==> src/rtl/alu_wide_sequencer.sv <==
// Multi-precision front end for an 8-bit combinational ALU: accepts a wide op,
// issues it one byte per cycle (LSB first), and returns the wide result.
module alu_wide_sequencer #(
  parameter int unsigned BYTES = 4
) (
  input  logic                 clk,
  input  logic                 rst,
  input  logic                 in_valid,
  output logic                 in_ready,
  input  logic [8*BYTES-1:0]   in_a,
  input  logic [8*BYTES-1:0]   in_b,
  input  logic                 in_c_in,
  input  logic [2:0]           in_control_line,
  input  logic                 in_mode_select,
  output logic [7:0]           alu_a,
  output logic [7:0]           alu_b,
  output logic                 alu_c_in,
  output logic [2:0]           alu_control_line,
  output logic                 alu_mode_select,
  input  logic [7:0]           alu_out,
  input  logic                 alu_c_out,
  output logic                 res_valid,
  input  logic                 res_ready,
  output logic [8*BYTES-1:0]   res_data,
  output logic                 res_c_out,
  output logic                 res_zero
);

  localparam int unsigned W     = 8 * BYTES;
  localparam int unsigned IDX_W = $clog2(BYTES);
  localparam logic [IDX_W-1:0] LAST = IDX_W'(BYTES - 1);

  generate
    if (BYTES < 2 || BYTES > 8) begin : g_bad_bytes
      $error("alu_wide_sequencer: BYTES must be in 2..8");
    end
  endgenerate

  typedef enum logic [1:0] {IDLE, EXEC, DONE} state_t;

  state_t           state, state_next;
  logic [W-1:0]     a_reg, b_reg, res_next;
  logic             c_in_reg, mode_reg, carry, chained;
  logic [2:0]       ctl_reg;
  logic [IDX_W-1:0] idx;

  // Only add/sub propagate carry between bytes; everything else is per byte.
  assign chained   = mode_reg && (ctl_reg == 3'd0 || ctl_reg == 3'd1);
  assign res_c_out = carry;

  always_ff @(posedge clk or posedge rst) begin
    if (rst) state <= IDLE;
    else     state <= state_next;
  end

  always_comb begin
    state_next       = state;
    in_ready         = 1'b0;
    res_valid        = 1'b0;
    alu_a            = '0;
    alu_b            = '0;
    alu_c_in         = 1'b0;
    alu_control_line = '0;
    alu_mode_select  = 1'b0;
    res_next         = res_data;
    case (state)
      IDLE: begin
        in_ready = !rst;
        if (in_valid) state_next = EXEC;
      end
      EXEC: begin
        alu_a            = a_reg[8*idx +: 8];
        alu_b            = b_reg[8*idx +: 8];
        alu_c_in         = chained ? carry : c_in_reg;
        alu_control_line = ctl_reg;
        alu_mode_select  = mode_reg;
        res_next[8*idx +: 8] = alu_out;
        if (idx == LAST) state_next = DONE;
      end
      DONE: begin
        res_valid = 1'b1;
        if (res_ready) state_next = IDLE;
      end
      default: state_next = IDLE;
    endcase
  end

  always_ff @(posedge clk or posedge rst) begin
    if (rst) begin
      a_reg    <= '0;
      b_reg    <= '0;
      c_in_reg <= 1'b0;
      ctl_reg  <= '0;
      mode_reg <= 1'b0;
      idx      <= '0;
      carry    <= 1'b0;
      res_data <= '0;
      res_zero <= 1'b0;
    end else begin
      case (state)
        IDLE: begin
          if (in_valid) begin
            a_reg    <= in_a;
            b_reg    <= in_b;
            c_in_reg <= in_c_in;
            ctl_reg  <= in_control_line;
            mode_reg <= in_mode_select;
            idx      <= '0;
            carry    <= in_c_in;
          end
        end
        EXEC: begin
          res_data <= res_next;
          carry    <= alu_c_out;
          // Zero flag is taken from the fully assembled word on the last byte.
          if (idx == LAST) res_zero <= (res_next == '0);
          else             idx      <= idx + 1'b1;
        end
        default: ;
      endcase
    end
  end

endmodule

==> config.mk <==
export PLATFORM = sky130hd
export DESIGN_NAME = alu_wide_sequencer
export DESIGN_NICKNAME = d
export VERILOG_FILES = /design/src/rtl/alu_wide_sequencer.sv
export SDC_FILE = /design/constraint.sdc
export NUM_CORES = 1
export LEC_CHECK = 0
export CAP_MARGIN = 5
export CORE_ASPECT_RATIO = 1.25
export CORE_MARGIN = 2
export CORE_UTILIZATION = 35
export CTS_CLUSTER_DIAMETER = 80
export CTS_CLUSTER_SIZE = 14
export DETAILED_ROUTE_END_ITERATION = 8
export HOLD_SLACK_MARGIN = 0.03
export PLACE_DENSITY_LB_ADDON = 0.08
export SETUP_SLACK_MARGIN = 0.5
export SYNTH_ARGS = -nofsm -noshare
export SYNTH_HDL_FRONTEND = slang
export SYNTH_SLANG_ARGS = --single-unit
==> constraint.sdc <==
create_clock -name clk -period 5.2 [get_ports clk]
set_input_delay 0.52 -clock clk [delete_from_list [all_inputs] [get_ports clk]]
set_output_delay 0.52 -clock clk [all_outputs]
set_load 0.01 [all_outputs]
; Word level (Yosys, flattened, before mapping)
; Cells that the tools add are included.
[word_totals]
elab_cells = 55
output_inout_bits = 57
inputBits = 82
register_bits = 107
[classes]
n_reduce_logical = 12
add_sub_neg = 2
eq_ne = 8
muxes = 19
n_shift = 4
[op_table]
columns = cell, count
row1 = $shiftx 32x6->8, 2
row2 = $neg 5->34, 1
row3 = $shift 8x34->32 const A, 1
row4 = $shiftx 8x34->32, 1
row5 = $bwmux 32, 1
row6 = $logic_not 32->1, 1
row7 = $mux 32, 1
row8 = $mux 8, 2
row9 = $mux 2, 5
row10 = $ne 2x2->1 const B, 4
row11 = $mux 1, 6
row12 = $pmux 2 s3, 1
row13 = $reduce_and 2->1, 3
row14 = $reduce_and 3->1, 2
row15 = $eq 2x2->1 const B, 2
row16 = $pmux 2 s2, 1
row17 = $eq 3x1->1 const B, 1
row18 = $logic_not 3->1, 1
row19 = $mux 3, 1
row20 = $add 2x1->2 const B, 1
row21 = $eq 2x1->1 const B, 1
row22 = $logic_not 2->1, 1
row23 = $pmux 1 s2, 1
row24 = $reduce_bool 2->1, 1
row25 = other kinds (3), 3

; Depth between registers and ports, before layout
; Gate-level depths: netlist (run 1).
[depth]
depth_word = 5
mapped_depth = 10

; Worst setup path after synthesis (run 1)
; OpenSTA, ideal clock, no wires.
[synth_path]
kind = flip-flop to flip-flop
start = reg idx[1]
end = reg res_zero
path_buffers = 2
setup_slack_ns = 2.884
stages_incl_launch_ff = 10
arrival_time_ns = 2.198
path_cell_list = dfrtp_1 buf_2 buf_2 inv_1 ha_1 or3b_2 a311oi_1 a2111oi_1 nand4_1 o21ai_2
[synth_via]
elab_chain_len = 5
word_cells_on_any_way = 8
cone_classes = add/sub: 1 / eq/ne: 1 / shift: 2 / mux: 2 / reduce/logical: 2
[synth_rtl]
columns = item, line
row1 = start: declaration, 45  ; logic [IDX_W-1:0] idx;
row2 = start signal: assignment, 117  ; else idx <= idx + 1'b1;
row3 = $neg 5->34, 77  ; res_next[8*idx +: 8] = alu_out;
row4 = $shiftx 8x34->32 / $shift 8x34->32 (equally long branches), 77
row5 = $bwmux 32, 77
row6 = $mux 32, 66  ; case (state)
row7 = $logic_not 32->1, 116  ; if (idx == LAST) res_zero <= (res_next == '0);
row8 = end signal: assignment, 116
row9 = end: declaration, 26  ; output logic res_zero
; Parallel ways exist; a longest one is shown, timed or not.
; A chain may end at the register's enable or synchronous reset.

; Worst setup path after layout (run 1)
[layout_path]
start = reg idx[0]
end = out alu_b[6]
[layout_via]
elab_chain_len = 2
[layout_rtl]
columns = item, line
row1 = $shiftx 32x6->8, 73  ; alu_b = b_reg[8*idx +: 8];
row2 = $mux 8, 66
row3 = end: declaration, 16  ; output logic [7:0] alu_b,
; Every way passes these cells.

==> reports/metrics.yaml, run 1 <==
finish:
  final_common_cell: "clkdlybuf4s50_1"
  synthToLayoutAreaGrowth_pct: 37.47
  nFillCells: 1271
  nets: 567
  most-common-layout-cells: "clkdlybuf4s50_1, dfrtp_1, mux2_2"
  diodes: 0
  drive_above_1_share_pct: 24.64
synth:
  netlist_area_um2: 4908
  syn-num-nets: 432
  synth-edff-count: 0
  ys_types: 42
  ys_seq_area_share_pct: 54.55
  async_flop_share_pct: 100.0
  yosys_warnings: 0
  synthCells: 344
  avgSynthCellArea_um2: 14.27
  ys.flop_type: "dfrtp_1"
  ys_ff_latch: 107
clock_tree:
  clk_pin_slew_ps: 70
  cts_sinks: 107
  max-clock-path-buffers: 2
  cts_resized: 0
  clockRootBuffer: "clkbuf_16"
  cts.htree.levels: 3
  cts_setup_buffers: 0
  cts_tree: "done"
  cts-hold-fix-buffers: 0
  clock_latency_ps: 340
  cts_made_buffers: 9
routing:
  dr.pass1.iters: 7
  vias: 3379
  wl_per_cell_um: 18.64
  wl_um: 12270
  first_iter_violations: 106
  drc_errors: 0
  avgViaCountPerCell: 5.135
  ant_nets: 0
timing:
  max_slew_margin_pct: 20.57
  hold_viol: 0
  fin_tns_setup_ps: 0
  max_freq_ghz: 0.3152
  slew_viol_final: 0
  worstMarginPinSlew_ps: 1186
  setup_viol: 0
  post-route-period-util_pct: 61.02
  whs_ps: 498.0
  fin_crit_ps: 3173
  finClkSkew_ps: 9.929
  rsz0062_at_grt: "no"
floorplan:
  io-pin-count: 139
  rows: 48
  dieArea_um2: 14990
  fp.coreArea_um2: 13750
  dieHeight_um: 136.4
  dieWidth_um: 109.9
  start_util_pct: 35.69
global_route:
  antenna_found_initial: 1
  overflow: 0
  grt_pass1_wl_um: 19400
  grt_pass1_vias: 3644
  grt_max_degree: 70
  track_usage_pct: 17.35
critical_path:
  cp.arrival_ps: 2650
  crit_slowest_cell: "dfrtp_1"
  crit_chain: "buf_4, mux4_2, and2_1, clkdlybuf4s50_1"
  critical_path_class: "reg2out"
  critical_path_peak_fanout: 14
  crit_family: "buffers and inverters"
  crit_path_max_incr_delay_ps: 720
  worst_setup_path_start_kind: "flip-flop"
  cp_data_required_time_ps: 4680
  end_kind: "primary output"
  crit_buf_inv: 2
power:
  p_per_area_nw_per_um2: 600.5
  ir_drop_mv: 0.2174
  power.leakage_nw: 2.770
placed_design:
  dp_hpwl_um: 8918
  port_buffers: 138
  gp_congestion: 0.7578
flow_run:
  maxCapViolations: 0
hold_path:
  hold_class: "reg2reg"
outcome:
  status: "complete, no violations"
## metal layers
| layer | up-vias | global-route usage, % | wire, um |
|---|---|---|---|
| li1 | 1551 | - | - |
| met1 | 1701 | 20.28 | 4824 |
| met5 | - | 0 | 0 |
| met3 | 20 | 4.362 | 756 |
| met4 | 0 | 7.103 | 291 |
| met2 | 107 | 29.96 | 6395 |
## cells by family (layout without fill, tap and decap cells)
group | count (synthesis) | in the layout | synth area share, %
flops | 107 | 107 | 54.55
mux | 89 | 89 | 24.01
simple gates | 70 | 70 | 9.024
compound gates | 49 | 49 | 8.081
buf+inv | 23 | 162 | 2.804
fa+ha+maj | 6 | 6 | 1.529
## through the flow
| step | power, mW | util [%] | setup slack, ps | instance area, um2 | std cells |
|---|---|---|---|---|---|
| 2_1_floorplan | 2.604 | - | 1863 | 4908 | 344 |
| 3_3_place_gp | 3.338 | 46.78 | 2098 | 6434 | 643 |
| 3_5_place_dp | 3.369 | 46.78 | 2122 | 6434 | 643 |
| 4_1_cts | 4.118 | 49.06 | 1960 | 6748 | 658 |
| 5_1_grt | 4.331 | 49.06 | 1853 | 6748 | 658 |
| 6_report | 4.052 | 49.06 | 2027 | 6748 | 658 |
## worst register-to-register path, stage by stage (launching register included)
cell       delay (ps)
dfrtp_1           720
buf_4             400
inv_1             210
ha_1              430
or3b_2            500
a311oi_1          320
a2111oi_1         130
nand4_1           140
o21ai_2            70
## cell usage after synthesis (2+ instances only)
library cell | instances | area (um2)
a21oi_1 | 2 | 10.01
a22o_1 | 30 | 262.8
and2_1 | 21 | 131.4
buf_2 | 11 | 55.05
buf_4 | 2 | 15.01
buf_6 | 4 | 45.04
clkbuf_1 | 2 | 7.510
dfrtp_1 | 107 | 2678
ha_1 | 6 | 75.07
inv_1 | 4 | 15.01
mux2_2 | 70 | 788.3
mux2i_1 | 3 | 30.03
mux4_2 | 16 | 360.4
nand2_1 | 10 | 37.54
nand2b_1 | 3 | 18.77
nand3_1 | 2 | 10.01
nand3b_1 | 2 | 15.01
nand4_1 | 2 | 12.51
nor2_1 | 12 | 45.04
nor3b_1 | 2 | 15.01
nor4_1 | 2 | 12.51
nor4_2 | 2 | 25.02
o21ai_0 | 8 | 40.04
o41ai_1 | 2 | 17.52
or3b_2 | 2 | 17.52
## power by group
part	internal [mW]	switching [mW]
clock network	0.423	0.307
logic	1.12	0.730
registers	1.20	0.265
## path summary, 6_finish.rpt
path	slack (ps)	cells past startpoint	to	start
setup / recovery	2030	4	alu_b[6]	idx[0]
setup reg to reg	2200	8	res_zero	idx[0]
hold reg to reg	500	2	res_zero	res_zero
hold / removal	500	2	res_zero	res_zero
max in group asynchronous	3400	3	ctl_reg[2]	rst
min in group asynchronous	720	2	state[1]	rst
## final cells by class
type,count,area (um2),area share (%)
clock buffers,10,229.0,3.393
clock inverters,5,85.08,1.261
inverters,4,17.52,0.2596
multi-input cells,214,2101,31.13
flip-flops and latches,107,2678,39.68
well taps,175,219.0,3.245
repair buffers,143,1419,21.03
No activity file was read; power rests on OpenSTA's default activity.
==> run 2: changes to the inputs <==
==> constraint.sdc (replaced) <==
create_clock -name clk -period 3.3 [get_ports clk]
set_input_delay 0.33 -clock clk [delete_from_list [all_inputs] [get_ports clk]]
set_output_delay 0.33 -clock clk [all_outputs]
set_load 0.01 [all_outputs]
==> run 2 against run 1 <==
Die area unchanged. Total power is 56% higher. Clock skew shrank 4.6 ps. First-iteration DRC count grew 12%. Via count rose by 0.68%. Critical endpoint unchanged.
==> reports/metrics.yaml, run 2 (synthesis gave the netlist of run 1 again) <==
timing:
  fin_ws_ps: 727.1  # -1300 ps
  fin_crit_ps: 2573
  whs_ps: 502.6  # +4.643 ps
  max_freq_ghz: 0.3887
  hold_viol: 0  # unchanged
  max_slew_margin_pct: 37.03  # +16 points
  fin_tns_setup_ps: 0  # unchanged
  slew_viol_final: 0  # unchanged
  post-route-period-util_pct: 77.97
  finClkSkew_ps: 5.334  # -4.595 ps
  worstMarginPinSlew_ps: 942.6  # -243.7 ps
  setup_viol: 0  # unchanged
  rsz0062_at_grt: "no"
global_route:
  grt_max_degree: 72  # +2.9%
  antenna_found_initial: 0  # -1
  track_usage_pct: 17.22  # -0.13 points
  grt_pass1_wl_um: 19220  # -0.96%
  overflow: 0  # unchanged
  grt_pass1_vias: 3690  # +1.3%
clock_tree:
  cts.htree.levels: 3  # unchanged
  cts_resized: 0  # unchanged
  cts_sinks: 107  # unchanged
  max-clock-path-buffers: 2  # unchanged
  cts_made_buffers: 9  # unchanged
  cts-hold-fix-buffers: 0  # unchanged
  clock_latency_ps: 350  # about the same
  cts_tree: "done"
  clk_pin_slew_ps: 70  # about the same
  cts_setup_buffers: 0  # unchanged
  clockRootBuffer: "clkbuf_16"
placed_design:
  place_ws_ps: 928.6  # -1193 ps
  gp_congestion: 0.8337  # +10%
  port_buffers: 138  # unchanged
  dp_hpwl_um: 9127  # +2.3%
  dp.cells: 648  # +0.78%
power:
  power_switching_share_pct: 32.87  # +0.76 points
  power_frac_seq_pct: 35.9  # -0.4 points
  switchingPower_mw: 2.077  # +60%
  p_int_mw: 4.242  # +54%
  ir_drop_mv: 0.4190  # +93%
  combPwrFrac_pct: 47.6  # +1.9 points
  power.leakage_nw: 2.785  # +0.56%
  p_per_area_nw_per_um2: 931.2  # +55%
  pwr-share-clk_pct: 16.5  # -1.5 points
routing:
  drc_errors: 0  # unchanged
  wl_per_cell_um: 18.37  # -1.5%
  ant_nets: 0  # unchanged
  first_iter_violations: 119  # +12%
  avgViaCountPerCell: 5.123  # -0.23%
  dr.pass1.iters: 4  # -3
  vias: 3402  # +0.68%
  wl_um: 12200  # -0.58%
finish:
  drive_above_1_share_pct: 25.77  # +1.1 points
  nFillCells: 1255  # -1.3%
  diodes: 0  # unchanged
  nets: 572  # +0.88%
  synthToLayoutAreaGrowth_pct: 38.24
  most-common-layout-cells: "clkdlybuf4s50_1, dfrtp_1, mux2_2"
  final_common_cell: "clkdlybuf4s50_1"
  fin_cells: 664  # +0.91%
  fin_util_pct: 49.34  # +0.27 points
critical_path:
  end_kind: "primary output"
  ff2ff_setup_slack_ps: 930  # -1270 ps
  critical_path_peak_fanout: 10  # -4
  cp.arrival_ps: 2240  # -410 ps
  critical_path_class: "reg2out"
  cp_data_required_time_ps: 2970  # -1710 ps
  worst_setup_path_start_kind: "flip-flop"
floorplan:
  dieHeight_um: 136.4  # unchanged
  io-pin-count: 139  # unchanged
  dieWidth_um: 109.9  # unchanged
  fp.coreArea_um2: 13750  # unchanged
  start_util_pct: 35.69  # unchanged
  dieArea_um2: 14990  # unchanged
  rows: 48  # unchanged
outcome:
  status: "complete, no violations"
hold_path:
  hold_class: "reg2reg"
flow_run:
  maxCapViolations: 0  # unchanged
run 2: cell types whose count changed in the layout (fill, tap and decap cells not counted), moves of 2 or more:
cell	change
bufinv_16	-2
buf_4	+3
buf_12	+2
clkinvlp_4	+2
run 2: worst paths after layout:
kind | startpoint | cells after the start | end
max in group asynchronous | rst | 3 | a_reg[18]
max reg2reg | idx[1] | 7 | res_zero
min reg2reg | b_reg[29] | 1 | b_reg[29]
max | idx[0] | 4 | alu_b[6]
min | b_reg[29] | 1 | b_reg[29]
min in group asynchronous | rst | 2 | idx[0]
run 2: through the flow:
stage	instance area, um2	power (mW)
6_report	6785	6.319
5_1_grt	6785	6.741
4_1_cts	6785	6.422
3_5_place_dp	6497	5.350
3_3_place_gp	6497	5.297
2_1_floorplan	4912	4.104
run 2: routing by layer:
metal	global-route usage [%]	up-vias	wire, um
met5	0	-	0
met1	20.17	1721	4776
met4	8.087	0	231
met3	3.452	16	687
met2	29.82	104	6502
li1	-	1561	-
run 2: worst max-delay path: stages (launching register included):
cell and delay [ps]:
dfrtp_1 420, buf_4 270, mux4_2 530, and2_1 190, clkdlybuf4s50_1 480
run 2: power by group through the flow:
stage | registers [mW] | clock network (mW) | logic, mW
floorplan | 2.23 | 0 | 1.88
CTS | 2.28 | 1.08 | 3.06
global route | 2.36 | 1.13 | 3.25
finish | 2.27 | 1.04 | 3.01
detailed placement | 2.31 | 0 | 3.04
global placement | 2.28 | 0 | 3.01
run 2: cell type report:
class / count / area [um2] / share of cell area (%)
Timing Repair Buffer: 148 / 1481 / 21.83
Clock inverter: 6 / 48.80 / 0.7192
Clock buffer: 10 / 239.0 / 3.522
Tap cell: 175 / 219.0 / 3.227
Inverter: 4 / 18.77 / 0.2766
Multi-Input combinational cell: 214 / 2101 / 30.96
Sequential cell: 107 / 2678 / 39.46
==> run 3: changes to the inputs <==
==> constraint.sdc (replaced) <==
create_clock -name clk -period 2.4 [get_ports clk]
set_input_delay 0.24 -clock clk [delete_from_list [all_inputs] [get_ports clk]]
set_output_delay 0.24 -clock clk [all_outputs]
set_load 0.01 [all_outputs]
==> run 3 against run 2 <==
Clock power is 66% higher. Sequential power rose by 37%. Sequential cell count unchanged. Final cell count rose by 6.3%. Total power is 56% higher. Combinational power rose by 67%. Highest routed layer unchanged.
==> reports/metrics.yaml, run 3 (synthesis gave the netlist of run 1 again) <==
critical_path:
  crit_chain: "buf_12, buf_12, buf_6, mux4_2, and2_4, buf_6"
  crit_path_max_incr_delay_ps: 440  # -90 ps
  cp.arrival_ps: 1840  # -400 ps
  rr_endpoint: "res_zero"
  critical_path_peak_fanout: 7  # -3
  rr_worst_depth: 10  # +3
  crit_buf_inv: 4  # +2
  cp_data_required_time_ps: 2160  # -810 ps
  cp.depth: 6  # +2
  ff2ff_setup_slack_ps: 380  # -550 ps
  crit_start: "idx[0]"
  crit_slowest_cell: "dfrtp_2"
  crit_family: "buffers and inverters"
  worst_setup_path_start_kind: "flip-flop"
  r2r-start: "idx[0]"
  end_kind: "primary output"
  critical_path_class: "reg2out"
timing:
  hold_viol: 0  # unchanged
  post-route-period-util_pct: 86.86
  max_freq_ghz: 0.4797
  finClkSkew_ps: 11.84  # +6.504 ps
  worstMarginPinSlew_ps: 712.1  # -230.5 ps
  setup_viol: 0  # unchanged
  max_slew_margin_pct: 52.43  # +15 points
  slew_viol_final: 0  # unchanged
  fin_ws_ps: 315.3  # -411.9 ps
  fin_tns_setup_ps: 0  # unchanged
  whs_ps: 387.0  # -115.7 ps
  rsz0062_at_grt: "yes"
  fin_crit_ps: 2085
placed_design:
  place_area_um2: 6595  # +1.5%
  dp_hpwl_um: 8952  # -1.9%
  dp.cells: 657  # +1.4%
  port_buffers: 138  # unchanged
  gp_congestion: 0.7810  # -6.3%
  place_ws_ps: 356.4  # -572.2 ps
global_route:
  grt_pass1_wl_um: 20160  # +4.9%
  overflow: 0  # unchanged
  track_usage_pct: 18.00  # +0.78 points
  grt_max_degree: 72  # unchanged
  grt_pass1_vias: 3735  # +1.2%
  antenna_found_initial: 0  # unchanged
finish:
  diodes: 0  # unchanged
  nFillCells: 1221  # -2.7%
  multi_input_area_um2: 2186  # +4.1%
  drive_above_1_share_pct: 39.17  # +13 points
  fin_cells: 706  # +6.3%
  ff_latch_area_um2: 2683  # +0.19%
  fin_util_pct: 53.69  # +4.4 points
  final_common_cell: "clkdlybuf4s50_1"
  synthToLayoutAreaGrowth_pct: 50.45
  fin_area_um2: 7385  # +8.8%
  nets: 614  # +7.3%
  most-common-layout-cells: "clkdlybuf4s50_1, dfrtp_1, mux2_2"
power:
  power_frac_seq_pct: 31.5  # -4.4 points
  power.leakage_nw: 3.152  # +13%
  power.total_mw: 9.853  # +56%
  power_switching_share_pct: 31.53  # -1.3 points
  ir_drop_mv: 0.6437  # +54%
  switchingPower_mw: 3.107  # +50%
  combPwrFrac_pct: 51.0  # +3.4 points
  pwr-share-clk_pct: 17.5  # +1.0 points
  p_per_area_nw_per_um2: 1334  # +43%
  p_int_mw: 6.746  # +59%
floorplan:
  dieArea_um2: 14990  # unchanged
  dieWidth_um: 109.9  # unchanged
  dieHeight_um: 136.4  # unchanged
  io-pin-count: 139  # unchanged
  rows: 48  # unchanged
  start_util_pct: 35.69  # unchanged
  fp.coreArea_um2: 13750  # unchanged
clock_tree:
  cts.htree.levels: 3  # unchanged
  clockRootBuffer: "clkbuf_16"
  cts_sinks: 107  # unchanged
  clock_latency_ps: 350  # about the same
  cts_made_buffers: 9  # unchanged
  max-clock-path-buffers: 2  # unchanged
  clk_pin_slew_ps: 70  # about the same
  cts-hold-fix-buffers: 0  # unchanged
  cts_tree: "done"
flow_run:
  maxCapViolations: 0  # unchanged
routing:
  drc_errors: 0  # unchanged
  wl_um: 13270  # +8.8%
  ant_nets: 0  # unchanged
  vias: 3561  # +4.7%
  wl_per_cell_um: 18.79  # +2.3%
  first_iter_violations: 128  # +7.6%
  avgViaCountPerCell: 5.044  # -1.6%
  dr.pass1.iters: 4  # unchanged
outcome:
  status: "complete, no violations"
hold_path:
  hold_class: "in2async"
## run 3: changes by cell type in the layout (fill, tap and decap cells not counted), moves of 7 or more
cell             change
buf_6               +23
and2_1              -11
buf_4               +20
clkdlybuf4s50_1     -23
and2_4              +11
buf_2                +7
## run 3: worst reg2reg max path, delay by kind of cell, from the launching register on
kind,cells,cell delay [ps]
AOI/OAI and AO/OA,3,620
and+or+nand+nor,2,150
buffers and inverters,4,540
DFF,1,440
adders and majority gates,1,220
## run 3: routing by layer
metal  GRT usage, %  wire, um  vias to the layer above
li1               -         -                     1646
met1          21.71      5396                     1800
met2          30.64      6895                       97
met3          4.698       741                       18
met4          6.540       232                        0
met5              0         0                        -
## run 3: how the worst max path moves through the flow
stage	slack (ps)	end
after floorplan	510	res_zero
after global placement	370	alu_b[3]
after detailed placement	360	alu_b[3]
after CTS	270	alu_b[5]
after global routing	250	alu_b[6]
final	320	alu_a[4]
## run 3: power groups by stage
stage	Sequential, mW	Clock, mW	Combinational, mW
after floorplan	3.06	0	2.65
after global placement	3.13	0	4.21
after detailed placement	3.15	0	4.25
after CTS	3.11	1.78	4.60
after global routing	3.21	1.85	5.43
final	3.10	1.73	5.03
## run 3: cell type report
class,instances,share of cell area (%)
clock buffer,11,3.287
timing repair buffer,190,25.96
clock inverter,5,1.457
inverter,4,0.4066
multi-input combinational,214,29.60
tap,175,2.965
sequential,107,36.33
## run 3: timing repair
item / in CTS / in global routing
setup buffers: 22 / 7
gates cloned: 2 / 2
gates resized for setup: 99 / 35
pin swaps: 15 / 9
endpoints found under the setup margin: 36 / 34
